**src/rtl/note_sequencer.sv**
```systemverilog
// Byte-to-note scheduler: queues received UART bytes and plays them one at a time
// as fixed-length slots followed by a silent gap. Handles flush and rest control bytes.
module note_sequencer #(
    parameter int          NOTE_CYCLES = 25_000_000,
    parameter int          GAP_CYCLES  = 2_500_000,
    parameter int          FIFO_DEPTH  = 8,
    parameter logic [7:0]  FLUSH_CODE  = 8'h1B,
    parameter logic [7:0]  REST_CODE   = 8'h2E
) (
    input  logic                          clk,
    input  logic                          rst,
    input  logic [7:0]                    rx_byte,
    input  logic                          rx_done,
    output logic [7:0]                    note_code,
    output logic                          audio_en,
    output logic                          busy,
    output logic [$clog2(FIFO_DEPTH):0]   fifo_count,
    output logic                          overflow
);

    localparam int AW   = $clog2(FIFO_DEPTH);
    localparam int CW   = AW + 1;
    localparam int TMAX = (NOTE_CYCLES > GAP_CYCLES) ? NOTE_CYCLES : GAP_CYCLES;
    localparam int TW   = (TMAX > 1) ? $clog2(TMAX) : 1;

    typedef enum logic [1:0] {S_IDLE, S_PLAY, S_GAP} state_t;

    logic            r_s1, r_s2, r_s3;
    logic [7:0]      r_mem [FIFO_DEPTH];
    logic [AW-1:0]   r_wr_ptr, r_rd_ptr;
    logic [CW-1:0]   r_count;
    logic            r_overflow;
    state_t          r_state;
    logic [TW-1:0]   r_timer;
    logic [7:0]      r_note_code;
    logic            r_audio_en;
    logic            r_busy;

    logic            w_new_byte;
    logic            w_flush;
    logic            w_push_req;
    logic            w_push;
    logic            w_pop;
    logic            w_slot_end;
    logic [7:0]      w_head;

    // rx_done originates in another clock domain: synchronize, then edge-detect
    always_ff @(posedge clk or posedge rst) begin
        if (rst) begin
            r_s1 <= 1'b0;
            r_s2 <= 1'b0;
            r_s3 <= 1'b0;
        end else begin
            r_s1 <= rx_done;
            r_s2 <= r_s1;
            r_s3 <= r_s2;
        end
    end

    assign w_new_byte = r_s2 & ~r_s3;
    assign w_flush    = w_new_byte && (rx_byte == FLUSH_CODE);
    assign w_push_req = w_new_byte && (rx_byte != FLUSH_CODE);
    assign w_slot_end = (r_state == S_GAP) && (r_timer == '0);
    assign w_pop      = !w_flush && (r_count != '0) && ((r_state == S_IDLE) || w_slot_end);
    assign w_push     = w_push_req && ((r_count < CW'(FIFO_DEPTH)) || w_pop);
    assign w_head     = r_mem[r_rd_ptr];

    always_ff @(posedge clk) begin
        if (w_push) begin
            r_mem[r_wr_ptr] <= rx_byte;
        end
    end

    always_ff @(posedge clk or posedge rst) begin
        if (rst) begin
            r_wr_ptr   <= '0;
            r_rd_ptr   <= '0;
            r_count    <= '0;
            r_overflow <= 1'b0;
        end else if (w_flush) begin
            r_wr_ptr   <= '0;
            r_rd_ptr   <= '0;
            r_count    <= '0;
            r_overflow <= 1'b0;
        end else begin
            if (w_push) begin
                r_wr_ptr <= r_wr_ptr + 1'b1;
            end
            if (w_pop) begin
                r_rd_ptr <= r_rd_ptr + 1'b1;
            end
            case ({w_push, w_pop})
                2'b10:   r_count <= r_count + 1'b1;
                2'b01:   r_count <= r_count - 1'b1;
                default: r_count <= r_count;
            endcase
            if (w_push_req && !w_push) begin
                r_overflow <= 1'b1;
            end
        end
    end

    // A pop always starts a new slot, whether from IDLE or straight out of GAP
    always_ff @(posedge clk or posedge rst) begin
        if (rst) begin
            r_state     <= S_IDLE;
            r_timer     <= '0;
            r_note_code <= 8'h00;
            r_audio_en  <= 1'b0;
            r_busy      <= 1'b0;
        end else if (w_flush) begin
            r_state    <= S_IDLE;
            r_timer    <= '0;
            r_audio_en <= 1'b0;
            r_busy     <= 1'b0;
        end else begin
            case (r_state)
                S_IDLE: begin
                    if (w_pop) begin
                        r_state     <= S_PLAY;
                        r_timer     <= TW'(NOTE_CYCLES - 1);
                        r_note_code <= w_head;
                        r_audio_en  <= (w_head != REST_CODE);
                        r_busy      <= 1'b1;
                    end
                end
                S_PLAY: begin
                    if (r_timer == '0) begin
                        r_state    <= S_GAP;
                        r_timer    <= TW'(GAP_CYCLES - 1);
                        r_audio_en <= 1'b0;
                    end else begin
                        r_timer <= r_timer - 1'b1;
                    end
                end
                S_GAP: begin
                    if (r_timer != '0) begin
                        r_timer <= r_timer - 1'b1;
                    end else if (w_pop) begin
                        r_state     <= S_PLAY;
                        r_timer     <= TW'(NOTE_CYCLES - 1);
                        r_note_code <= w_head;
                        r_audio_en  <= (w_head != REST_CODE);
                    end else begin
                        r_state <= S_IDLE;
                        r_busy  <= 1'b0;
                    end
                end
                default: begin
                    r_state    <= S_IDLE;
                    r_audio_en <= 1'b0;
                    r_busy     <= 1'b0;
                end
            endcase
        end
    end

    assign note_code  = r_note_code;
    assign audio_en   = r_audio_en;
    assign busy       = r_busy;
    assign fifo_count = r_count;
    assign overflow   = r_overflow;

endmodule

```
**config.mk**
```make
export PLATFORM = sky130hd
export DESIGN_NAME = note_sequencer
export DESIGN_NICKNAME = d
export VERILOG_FILES = /design/src/rtl/note_sequencer.sv
export SDC_FILE = /design/constraint.sdc
export NUM_CORES = 1
export LEC_CHECK = 0
export ABC_AREA = 1
export CAP_MARGIN = 20
export CORE_MARGIN = 3
export CORE_UTILIZATION = 57
export CTS_BUF_LIST = sky130_fd_sc_hd__clkbuf_4 sky130_fd_sc_hd__clkbuf_8
export DETAILED_ROUTE_END_ITERATION = 7
export PLACE_DENSITY_LB_ADDON = 0.15
export SYNTH_ARGS = -nofsm -noshare
export SYNTH_HDL_FRONTEND = slang
export SYNTH_SLANG_ARGS = --single-unit
```
**constraint.sdc**
```tcl
create_clock -name clk -period 2.35 [get_ports clk]
set_clock_uncertainty 0.1 [all_clocks]
set_input_delay 0.3525 -clock clk [delete_from_list [all_inputs] [get_ports clk]]
set_output_delay 0.3525 -clock clk [all_outputs]
set_load 0.005 [all_outputs]
```
## After elaboration in Yosys (flattened, before gate mapping)

Memory sizes are Yosys's and may differ from the RTL's.
Index checks and enable logic that the tools add are counted.

- Register bits after elaboration: 51
- Bits in latches: 0
- Memory bits (writable): 64
- Memory bits (read-only): 0
- Input port bits: 11
- Output and inout bits: 15
- Logic and storage cells: 94
- Memories kept: 1

- $add $sub $neg: 5
- $mul: 0
- Divide/modulo/power cells: 0
- Magnitude comparators: 1
- Equal/unequal tests: 13
- Shift operators: 0
- Multiplexer cells: 34
- Bitwise logic cells: 3
- Reduce and logical (&&, ||, !) cells: 25

Memory list:

| memory | depth | width | read ports | clocked after Yosys merged registers in | write ports | line | text |
|---|---|---|---|---|---|---|---|
| r_mem | 8 | 8 | 1 | 0 | 1 | 29 | `logic [7:0] r_mem [FIFO_DEPTH];` |

Operators with widths:

| operator | count |
|---|---|
| $mux W25 | 4 |
| $pmux W25 S3 | 1 |
| $logic_not A25 Y1 | 1 |
| $reduce_bool A25 Y1 | 1 |
| $sub A25 B1 Y25 const B | 1 |
| $mux W8 | 2 |
| $pmux W8 S2 | 1 |
| $mux W1 | 13 |
| $mux W3 | 4 |
| $ne A3 B3 Y1 const B | 4 |
| $eq A8 B5 Y1 const B | 1 |
| $mux W2 | 4 |
| $ne A8 B5 Y1 const B | 1 |
| $ne A8 B6 Y1 const B | 1 |
| $pmux W4 S2 | 1 |
| $reduce_bool A2 Y1 | 4 |
| $reduce_bool A4 Y1 | 2 |
| $logic_and A1 B1 Y1 | 7 |
| $add A3 B1 Y3 const B | 2 |
| $pmux W1 S3 | 2 |
| $pmux W2 S3 | 1 |
| $reduce_and A3 Y1 | 2 |
| $add A4 B1 Y4 const B | 1 |
| $eq A2 B1 Y1 const B | 2 |
| 13 further kinds | 18 |

## Longest topological paths before layout

Gate-level depths: netlist of the first run.

- Depth in word-level cells: 12
- Depth in mapped cells: 18
- Mapped depth without buffers: 18

## Least setup slack after synthesis of the first run

Ideal clock, no wire load.

- Path type: reg-to-reg
- From: register r_timer[0]
- To: memory r_mem[0][0], enable pin
- Setup time: 370 ps
- Arrival time: 1962 ps
- Required time: 1880 ps
- Slack: -82 ps
- Stages on the path, launching flop included: 15
- Path buffers: 0
- Period minus slack after synthesis: 2432 ps
- Cell sequence: dfrtp_1 -> inv_1 -> ha_1 -> inv_1 -> nor2_1 -> nand2_1 -> nor2_1 -> nand4_1 -> nand2_1 -> nand2_2 -> nand2_1 -> nand2_1 -> inv_2 -> nand2_1 -> nor2_1

- Word-level cells in the longest chain between the ends: 8

RTL lines:

| what | line | text |
|---|---|---|
| from (decl) | 34 | `logic [TW-1:0] r_timer;` |
| from (signal assigned) | 121 | `r_timer <= TW'(NOTE_CYCLES - 1);` |
| from (signal assigned) | 130 | `r_timer <= TW'(GAP_CYCLES - 1);` |
| from (signal assigned) | 133 | `r_timer <= r_timer - 1'b1;` |
| $logic_not A25 Y1 | 63 | `assign w_slot_end = (r_state == S_GAP) && (r_timer == '0);` |
| $logic_and A1 B1 Y1 | 63 |  |
| $logic_or A1 B1 Y1 | 64 | `assign w_pop = !w_flush && (r_count != '0) && ((r_state == S_IDLE) \|\| w_slot_end);` |
| $logic_and A1 B1 Y1 | 64 |  |
| $logic_or A1 B1 Y1 | 65 | `assign w_push = w_push_req && ((r_count < CW'(FIFO_DEPTH)) \|\| w_pop);` |
| $logic_and A1 B1 Y1 | 65 |  |
| $mux W1 | 69 | `if (w_push) begin` |
| $mux W1 (implied by the code) | 70 | `r_mem[r_wr_ptr] <= rx_byte;` |
| to (decl) | 29 |  |

No other way between the ends.

## Final worst setup path of the first run

- From: register r_timer[0]
- To: memory r_mem[5][3], enable pin

The elaborated chain is that of the path after synthesis.

==> results of run 1 <==
-- cell usage after synthesis --
cell       number  area [sq um]
nand2_2         1          6.26
o21ai_1         5          25.0
xnor2_1         1          8.76
buf_2           1          5.00
buf_1           1          3.75
inv_2           6          22.5
o2bb2ai_1       1          8.76
xor2_1         13           114
o22ai_1        31           194
dfrtp_1        51          1280
a21oi_4         1          16.3
o221ai_1        1          8.76
inv_1          66           248
nand3b_1        1          7.51
nor3_1          7          35.0
mux2i_1         1          10.0
edfxtp_1       64          1920
o21a_1          3          22.5
a22oi_1         1          7.51
a31oi_1         1          6.26
clkbuf_1       13          48.8
nor2_1         91           342
o21ai_0        62           310
or2_1           1          6.26
nand4_1         7          43.8
a21oi_1        30           150
nor2_2          4          25.0
a32oi_1         3          26.3
ha_1           11           138
nor3b_1         1          7.51
nand3_1        21           105
o32ai_1         1          8.76
mux2_1          6          67.6
o211ai_1        1          7.51
and2_1          1          6.26
nand2_1       118           443
-- worst max path at each step --
stage                     from           to  slack [ps]
finish              r_timer[0]  r_mem[5][3]         -40
CTS                 r_timer[0]  r_mem[7][6]         -50
floorplan           r_timer[0]  r_mem[0][0]         -80
global placement    rx_byte[1]  r_mem[0][2]        -460
detailed placement  rx_byte[1]  r_mem[7][2]        -610
global route        r_timer[0]  r_mem[5][6]        -100
-- registers in the layout (all words and copies together), names as in the netlist --
| register | count |
|---|---|
| r_mem | 64 |
| r_timer | 25 |
| note_code | 8 |
| fifo_count | 4 |
| r_rd_ptr | 3 |
| r_wr_ptr | 3 |
| r_state | 2 |
| audio_en | 1 |
| busy | 1 |
| overflow | 1 |
| r_s1 | 1 |
| r_s2 | 1 |
| r_s3 | 1 |
-- logic make-up (layout without fill, tap and decap cells) --
| kind of cell | count (synthesis) | in the layout | synth area share |
|---|---|---|---|
| AOI/OAI and AO/OA | 141 | 141 | 0.139 |
| xor gates and xnor gates | 14 | 14 | 0.0216 |
| adders and majority gates | 11 | 11 | 0.0242 |
| DFF | 115 | 115 | 0.563 |
| buffers and inverters | 87 | 241 | 0.0577 |
| muxes | 7 | 7 | 0.0136 |
| and+or+nand+nor | 253 | 253 | 0.181 |
-- worst max-delay path, delay by kind of cell (launching register included) --
| family | cells | cell delay, ps |
|---|---|---|
| and+or+nand+nor | 10 | 1110 |
| DFF | 1 | 400 |
| buffers and inverters | 4 | 370 |
| adders and majority gates | 1 | 130 |
-- power breakdown --
group	switching [uW]	leakage [uW]	internal (uW)
clock network	902	0.000205	1080
registers	322	0.00120	2610
logic	3560	0.00189	2690
-- final cells by class --
type                    instances  area [sq um]
well taps                     129           161
inverters                      72           278
multi-input cells             426          2390
fillers                       618          1840
repair buffers                137          1170
clock buffers                  18           241
flip-flops and latches        115          3200
clock inverters                14           181
-- layer usage --
| layer | track usage | vias to the layer above | routed length [microns] | share of wire |
|---|---|---|---|---|
| met5 | 0 | - | 0 | 0 |
| met1 | 0.402 | 2542 | 6730 | 0.40 |
| li1 | - | 2422 | - | - |
| met3 | 0.0839 | 51 | 1680 | 0.099 |
| met4 | 0.0870 | 0 | 370 | 0.022 |
| met2 | 0.506 | 336 | 8110 | 0.48 |
-- metrics by stage --
stage / hold slack, ps / utilization / cell area, sq um / power (uW)
after floorplan: 231 / - / 5680 / 5900
after global placement: 245 / 0.719 / 6800 / 8140
after detailed placement: 248 / 0.719 / 6800 / 8300
after CTS: 230 / 0.793 / 7500 / 10800
after global routing: 265 / 0.805 / 7620 / 11900
final: 230 / 0.805 / 7620 / 11200
-- repair_timing --
action,in CTS,in global routing
pin swaps,12,14
endpoints found under the setup margin,87,99
gates resized for setup,45,29
setup buffers,8,2
hold buffers,0,0
==> results.cfg, run 1 <==
[run_status]
status = complete, but fails checks
violations = setup timing

[die]
initial_core_util = 0.601
dieArea_sq_um = 11200
fp.dieW_microns = 106
rows = 35
die_h_microns = 106
io_pins = 26
core_area_sq_um = 9460

[timing]
max_freq_mhz = 418
relSlewSlack = 0.589
setup_slack_ps = -42.8
final_hold_viol_count = 0
period_minus_slack_ps = 2390
rsz0062_at_grt = true
finalSetupTns_ps = -614
post-route-period-util = 1.02
worst_slew_pin_slew_ps = 616
setup_viol = 23
maxSlewViolCount = 0

[critical_path]
path_max_fanout = 7
reg2reg_to = r_mem[5][3]
critPathMostFrequentCell = nand2_2
path_class = reg -> reg
crit_path_start_kind = flop
slowest_stage = dfrtp_1
cp.arrival_ps = 2440
r2r_slack_ps = -40
crit_chain = inv_2 > ha_4 > inv_2 > nor2_4 > nand2_1 > nor2_2 > nand4_1 > nand2_2 > nand2_2 > nand2_2 > nand2_4 > inv_8 > nand2_8 > nor2_4 > buf_12
r2r_cells = 15
required_ps = 2390
end_kind = flop
slowest_delay_ps = 400
r2r-start = r_timer[0]

[route]
drc = 0
dr.pass1.iters = 7
routed_wl_microns = 16900
drt_iter0_markers = 577
via_count = 5351
avgViaCountPerCell = 5.87
detail-route-antenna-nets = 0
drt-wirelength-per-cell_microns = 18.5

[place]
dp_hpwl_microns = 11100
globalplace.congestion = 0.945
io_buffers = 25
dp.cells = 869
pre_cts_slack_ps = -614

[clocking]
clk_latency_ps = 430
clkSlewWorstSetupHoldPaths_ps = 70
cts_sinks = 115
clock_path_buffers = 2
htree_levels = 4
clockRootBuffer = clkbuf_8
cts_tree = built
numCtsBuffers = 17

[logic_synthesis]
seq_area_frac_synth = 0.563
yosysWarnings = 0
syn_nets = 650
synth.avg_cell_area_sq_um = 9.05
netlist_instances = 628
synthesis.area_sq_um = 5680
synth-seq-cells = 115
ys_types = 36

[power_and_ir_drop]
leakage_uw = 0.00329
power.density_nw_per_um2 = 1470
vdd_ir_drop_max_uv = 822

[layout]
layout-drive-gt1-share = 0.261
fin_cells = 911
nets = 791
num_antenna_cells = 0
syn_to_final_growth_pct = 34.0
final_common_cell = nand2_1
final_cell_mix = 104 x nand2_1, 102 x buf_4, 77 x nor2_1

[global_route]
grt_max_degree = 34
grt_pass1_wl_microns = 26600
grt_overflow = 0
globalRouteTotalUtil = 0.307
antenna_found_initial = 0
first_global_vias = 5285

[hold_path]
hp-class = in -> async

[run]
max_cap_violations = 0
Power figures use the tool's default switching activity.
==> run 2, diff against run 1 <==
--- a/config.mk
+++ b/config.mk
@@ -8,10 +8,10 @@
 export ABC_AREA = 1
 export CAP_MARGIN = 20
 export CORE_MARGIN = 3
-export CORE_UTILIZATION = 57
+export CORE_UTILIZATION = 40
 export CTS_BUF_LIST = sky130_fd_sc_hd__clkbuf_4 sky130_fd_sc_hd__clkbuf_8
 export DETAILED_ROUTE_END_ITERATION = 7
-export PLACE_DENSITY_LB_ADDON = 0.15
+export PLACE_DENSITY = 0.57
 export SYNTH_ARGS = -nofsm -noshare
 export SYNTH_HDL_FRONTEND = slang
 export SYNTH_SLANG_ARGS = --single-unit
==> run 2 against run 1 <==
- the flow now finishes without violations
- fmax is 2.2% higher
- setup slack improved by 52 ps
- final cell count up 5.9%
- clock-buffer cell count grew 1
- flip-flop and latch count stayed put
==> results.cfg, run 2 (same netlist as run 1, synthesis figures left out) <==
[clocking]
clkSlewWorstSetupHoldPaths_ps = 70
numCtsBuffers = 17
cts_sinks = 115
cts_tree = built
htree_levels = 4
postCtsHoldBufs = 0
clock_path_buffers = 2
clk_latency_ps = 440
clockRootBuffer = clkbuf_8

[layout]
layout-drive-gt1-share = 0.260
syn_to_final_growth_pct = 36.5
final_common_cell = nand2_1
final_cell_mix = 105 x nand2_1, 103 x buf_4, 81 x nor2_1
fill_cells = 1189
fin_cells = 965
num_antenna_cells = 0
largest_reg_flops = 64
nets = 798
regMostFlops = r_mem
multi_input_area_sq_um = 2390
seq_area_sq_um = 3200

[place]
globalplace.congestion = 0.864
pre_cts_slack_ps = -558
dp.cells = 912
dp_hpwl_microns = 10800
io_buffers = 25

[timing]
post-route-period-util = 0.996
worst_slew_pin_slew_ps = 541
relSlewSlack = 0.639
period_minus_slack_ps = 2340
rsz0062_at_grt = true
setup_slack_ps = 8.92
setup_viol = 0
max_freq_mhz = 427
final_hold_viol_count = 0
maxSlewViolCount = 0

[route]
via_count = 5016
drc = 0
drt-wirelength-per-cell_microns = 16.1
drt_iter0_markers = 447
dr.pass1.iters = 4
detail-route-antenna-nets = 0
routed_wl_microns = 15500
avgViaCountPerCell = 5.20

[critical_path]
r2r-start = r_timer[0]
reg2reg_to = r_mem[7][4]
r2r_slack_ps = 9
path_class = reg -> reg
path_max_fanout = 6
r2r_cells = 15
cp.arrival_ps = 2400
required_ps = 2410
crit_path_start_kind = flop
end_kind = flop

[global_route]
grt_pass1_wl_microns = 24600
antenna_found_initial = 0
grt_max_degree = 34
globalRouteTotalUtil = 0.198
first_global_vias = 4823
grt_overflow = 0

[power_and_ir_drop]
leakage_uw = 0.00332
power_frac_seq = 0.266
p_clk_frac = 0.166
p_sw_frac = 0.417
intPower_uw = 6350
switching_power_uw = 4540
vdd_ir_drop_max_uv = 737
power.share.combinational = 0.569
power.density_nw_per_um2 = 1400

[run]
max_cap_violations = 0

[die]
dieArea_sq_um = 15700
core_area_sq_um = 13600
io_pins = 26
die_h_microns = 125
rows = 42
fp.dieW_microns = 125
initial_core_util = 0.419

[run_status]
status = complete, no violations

[hold_path]
hp-class = in -> async
-- run 2: worst max-delay path by stage --
stage | slack, ps | cells past startpoint | end | start
after CTS | -20 | 16 | fifo_count[2] | r_timer[0]
after global placement | -590 | 13 | fifo_count[2] | rx_byte[0]
after detailed placement | -560 | 13 | fifo_count[2] | rx_byte[0]
final | 9 | 15 | r_mem[7][4] | r_timer[0]
after floorplan | -80 | 14 | r_mem[0][0] | r_timer[0]
after global routing | -140 | 15 | r_mem[7][4] | r_timer[0]
-- run 2: timing repair --
item	CTS	global route
setup endpoints to repair	85	94
buffers inserted	17	5
resized for setup	27	49
pin swaps	9	23
-- run 2: layer usage --
| metal | wire (microns) | track usage | up-vias |
|---|---|---|---|
| met4 | 174 | 0.0510 | 0 |
| met1 | 7230 | 0.285 | 2414 |
| met5 | 0 | 0 | - |
| met2 | 7300 | 0.304 | 153 |
| met3 | 839 | 0.0456 | 15 |
| li1 | - | - | 2434 |
-- run 2: per-stage QoR --
| step | power [uW] | instance area (sq um) | utilization | setup TNS [ps] | hold WS (ps) |
|---|---|---|---|---|---|
| 2_1_floorplan | 5900 | 5680 | - | -4800 | 231 |
| 3_3_place_gp | 8210 | 6860 | 0.506 | -47500 | 233 |
| 3_5_place_dp | 8290 | 6860 | 0.506 | -46640 | 238 |
| 4_1_cts | 10400 | 7540 | 0.556 | -21.0 | 198 |
| 5_1_grt | 11700 | 7760 | 0.572 | -5800 | 211 |
| 6_report | 10900 | 7760 | 0.572 | 0 | 192 |
-- run 2: worst max-delay path, stage by stage (launching register included) --
cell and delay (ps):
dfrtp_1 390, inv_2 80, ha_4 120, inv_2 40, nor2_4 110, nand2_2 70
nor2_4 130, nand4_1 160, nand2_2 120, nand2_2 80, nand2_2 110, nand2_4 80
inv_8 90, nand2_8 80, nor2_4 160, buf_12 140
-- run 2: power by group through the flow --
stage               combinational (uW)  clock (uW)  sequential, uW
CTS                               5650        1840            2870
finish                            6200        1810            2890
global placement                  5320           0            2890
global route                      6820        1950            2940
detailed placement                5390           0            2900
floorplan                         2980           0            2920
-- run 2: cell type report --
cell class,count,area share
sequential,115,0.412
multi-input combinational,426,0.308
timing repair buffer,144,0.166
inverter,72,0.0358
clock buffer,19,0.0321
tap,176,0.0284
clock inverter,13,0.0174
==> run 3, diff against run 2 <==
--- a/config.mk
+++ b/config.mk
@@ -11,7 +11,6 @@
 export CORE_UTILIZATION = 40
 export CTS_BUF_LIST = sky130_fd_sc_hd__clkbuf_4 sky130_fd_sc_hd__clkbuf_8
 export DETAILED_ROUTE_END_ITERATION = 7
-export PLACE_DENSITY = 0.57
 export SYNTH_ARGS = -nofsm -noshare
 export SYNTH_HDL_FRONTEND = slang
 export SYNTH_SLANG_ARGS = --single-unit
==> run 3 against run 2 <==
- the flow now finishes with violations (setup timing)
- first-iteration DRC count grew 17%
- hold slack got worse by 8.7 ps
- critical path depth is 1 lower
- critical endpoint is now note_code[7]
- highest routed layer unchanged
==> results.cfg, run 3 (same netlist as run 1, synthesis figures left out) <==
[run_status]
status = complete, but fails checks
violations = setup timing

[global_route]
antenna_found_initial = 0
grt_overflow = 0
grt_pass1_wl_microns = 25500
first_global_vias = 4997
grt_max_degree = 52
globalRouteTotalUtil = 0.207

[clocking]
clock_path_buffers = 2
clkSlewWorstSetupHoldPaths_ps = 70
htree_levels = 4
cts_sinks = 115
numCtsBuffers = 17
postCtsHoldBufs = 0
clockRootBuffer = clkbuf_8
cts_tree = built
clk_latency_ps = 440

[route]
drt-wirelength-per-cell_microns = 16.5
drc = 0
avgViaCountPerCell = 5.27
routed_wl_microns = 15900
via_count = 5082
drt_iter0_markers = 524
dr.pass1.iters = 5
detail-route-antenna-nets = 0

[layout]
layout-drive-gt1-share = 0.284
nets = 798
final_cell_mix = 106 x nand2_1, 103 x buf_4, 74 x nor2_1
largest_reg_flops = 64
syn_to_final_growth_pct = 38.7
final_common_cell = nand2_1
seq_area_sq_um = 3200
regMostFlops = r_mem
multi_input_area_sq_um = 2510
fill_cells = 1187
num_antenna_cells = 0

[place]
io_buffers = 25
pre_cts_slack_ps = -514
dp_hpwl_microns = 10800
globalplace.congestion = 0.901

[power_and_ir_drop]
power.share.combinational = 0.583
intPower_uw = 6620
vdd_ir_drop_max_uv = 868
p_sw_frac = 0.417
switching_power_uw = 4730
power_frac_seq = 0.256
power.density_nw_per_um2 = 1440
leakage_uw = 0.00335
p_clk_frac = 0.161

[timing]
hold_slack_ps = 183
relSlewSlack = 0.727
post-route-period-util = 1.01
period_minus_slack_ps = 2360
final_hold_viol_count = 0
finalSetupTns_ps = -62.5
maxSlewViolCount = 0
worst_slew_pin_slew_ps = 409
setup_viol = 5
setup_slack_ps = -14.5
rsz0062_at_grt = true
max_freq_mhz = 423

[die]
die_h_microns = 125
initial_core_util = 0.419
io_pins = 26
rows = 42
dieArea_sq_um = 15700
core_area_sq_um = 13600
fp.dieW_microns = 125

[critical_path]
critPathMostFrequentCell = nand2_2
path_class = reg -> reg
crit_chain = inv_2 > ha_4 > inv_2 > nor2_4 > nand2_2 > nor2_4 > nand4_1 > nand2_2 > nand2_2 > buf_8 > buf_6 > a21oi_4 > buf_6 > mux2_4
cp.arrival_ps = 2590
slowest_delay_ps = 400
required_ps = 2570
crit_path_start_kind = flop
r2r_slack_ps = -10
end_kind = flop
path_max_fanout = 5
slowest_stage = dfrtp_1

[hold_path]
hp-class = in -> async

[run]
max_cap_violations = 0
-- run 3: cell count changes in the layout (fill, tap and decap cells not counted), sizes merged --
| cell | change |
|---|---|
| buf | -1 |
| clkinvlp | -1 |
| clkinv | +1 |
| clkbuf | +4 |
| inv | -3 |
-- run 3: cell type report --
class	instances	share of cell area
Sequential cell	115	0.406
Multi-Input combinational cell	426	0.318
Timing Repair Buffer	144	0.162
Clock buffer	22	0.0360
Inverter	72	0.0359
Tap cell	176	0.0279
Clock inverter	10	0.0140
-- run 3: final timing paths --
kind / depth (start not counted) / endpoint / start
worst min-delay path: 3 / note_code[6] / rst
worst max-delay path: 14 / note_code[7] / r_timer[0]
worst max register to register: 14 / note_code[7] / r_timer[0]
max in group asynchronous: 3 / r_wr_ptr[2] / rst
worst min register to register: 0 / r_s2 / r_s1
min in group clk: 1 / r_s1 / rx_done
-- run 3: repair_timing --
action	4_1_cts	5_1_grt
pin swaps	15	16
endpoints found under the setup margin	79	105
buffers inserted	24	1
cloned	1	1
gates resized for setup	59	55
-- run 3: power groups by stage --
stage / Sequential, uW / Combinational, uW / Clock, uW
floorplan: 2920 / 2980 / 0
CTS: 2890 / 6220 / 1860
global route: 2950 / 7290 / 1960
finish: 2900 / 6630 / 1830
global placement: 2890 / 5290 / 0
detailed placement: 2900 / 5420 / 0
-- run 3: metrics by stage --
stage | util | total power [uW] | area, sq um | cells
2_1_floorplan | - | 5900 | 5680 | 628
3_3_place_gp | 0.505 | 8170 | 6850 | 911
3_5_place_dp | 0.505 | 8320 | 6850 | 911
4_1_cts | 0.569 | 11000 | 7710 | 967
5_1_grt | 0.581 | 12200 | 7880 | 965
6_report | 0.581 | 11400 | 7880 | 965
-- run 3: layer usage --
layer,global-route usage,routed length [microns],vias up,part of all wire
met1,0.281,7100,2441,0.45
li1,-,-,2437,-
met4,0.0778,274,0,0.017
met3,0.0490,967,23,0.061
met5,0,0,-,0
met2,0.325,7550,181,0.47
-- run 3: worst max-delay path, delay by kind of cell, from the launching register on --
family                     cells  cell delay [ps]
and+or+nand+nor                6              660
adders and majority gates      1              130
DFF                            1              400
AOI/OAI and AO/OA              1              130
muxes                          1              300
buffers and inverters          5              530
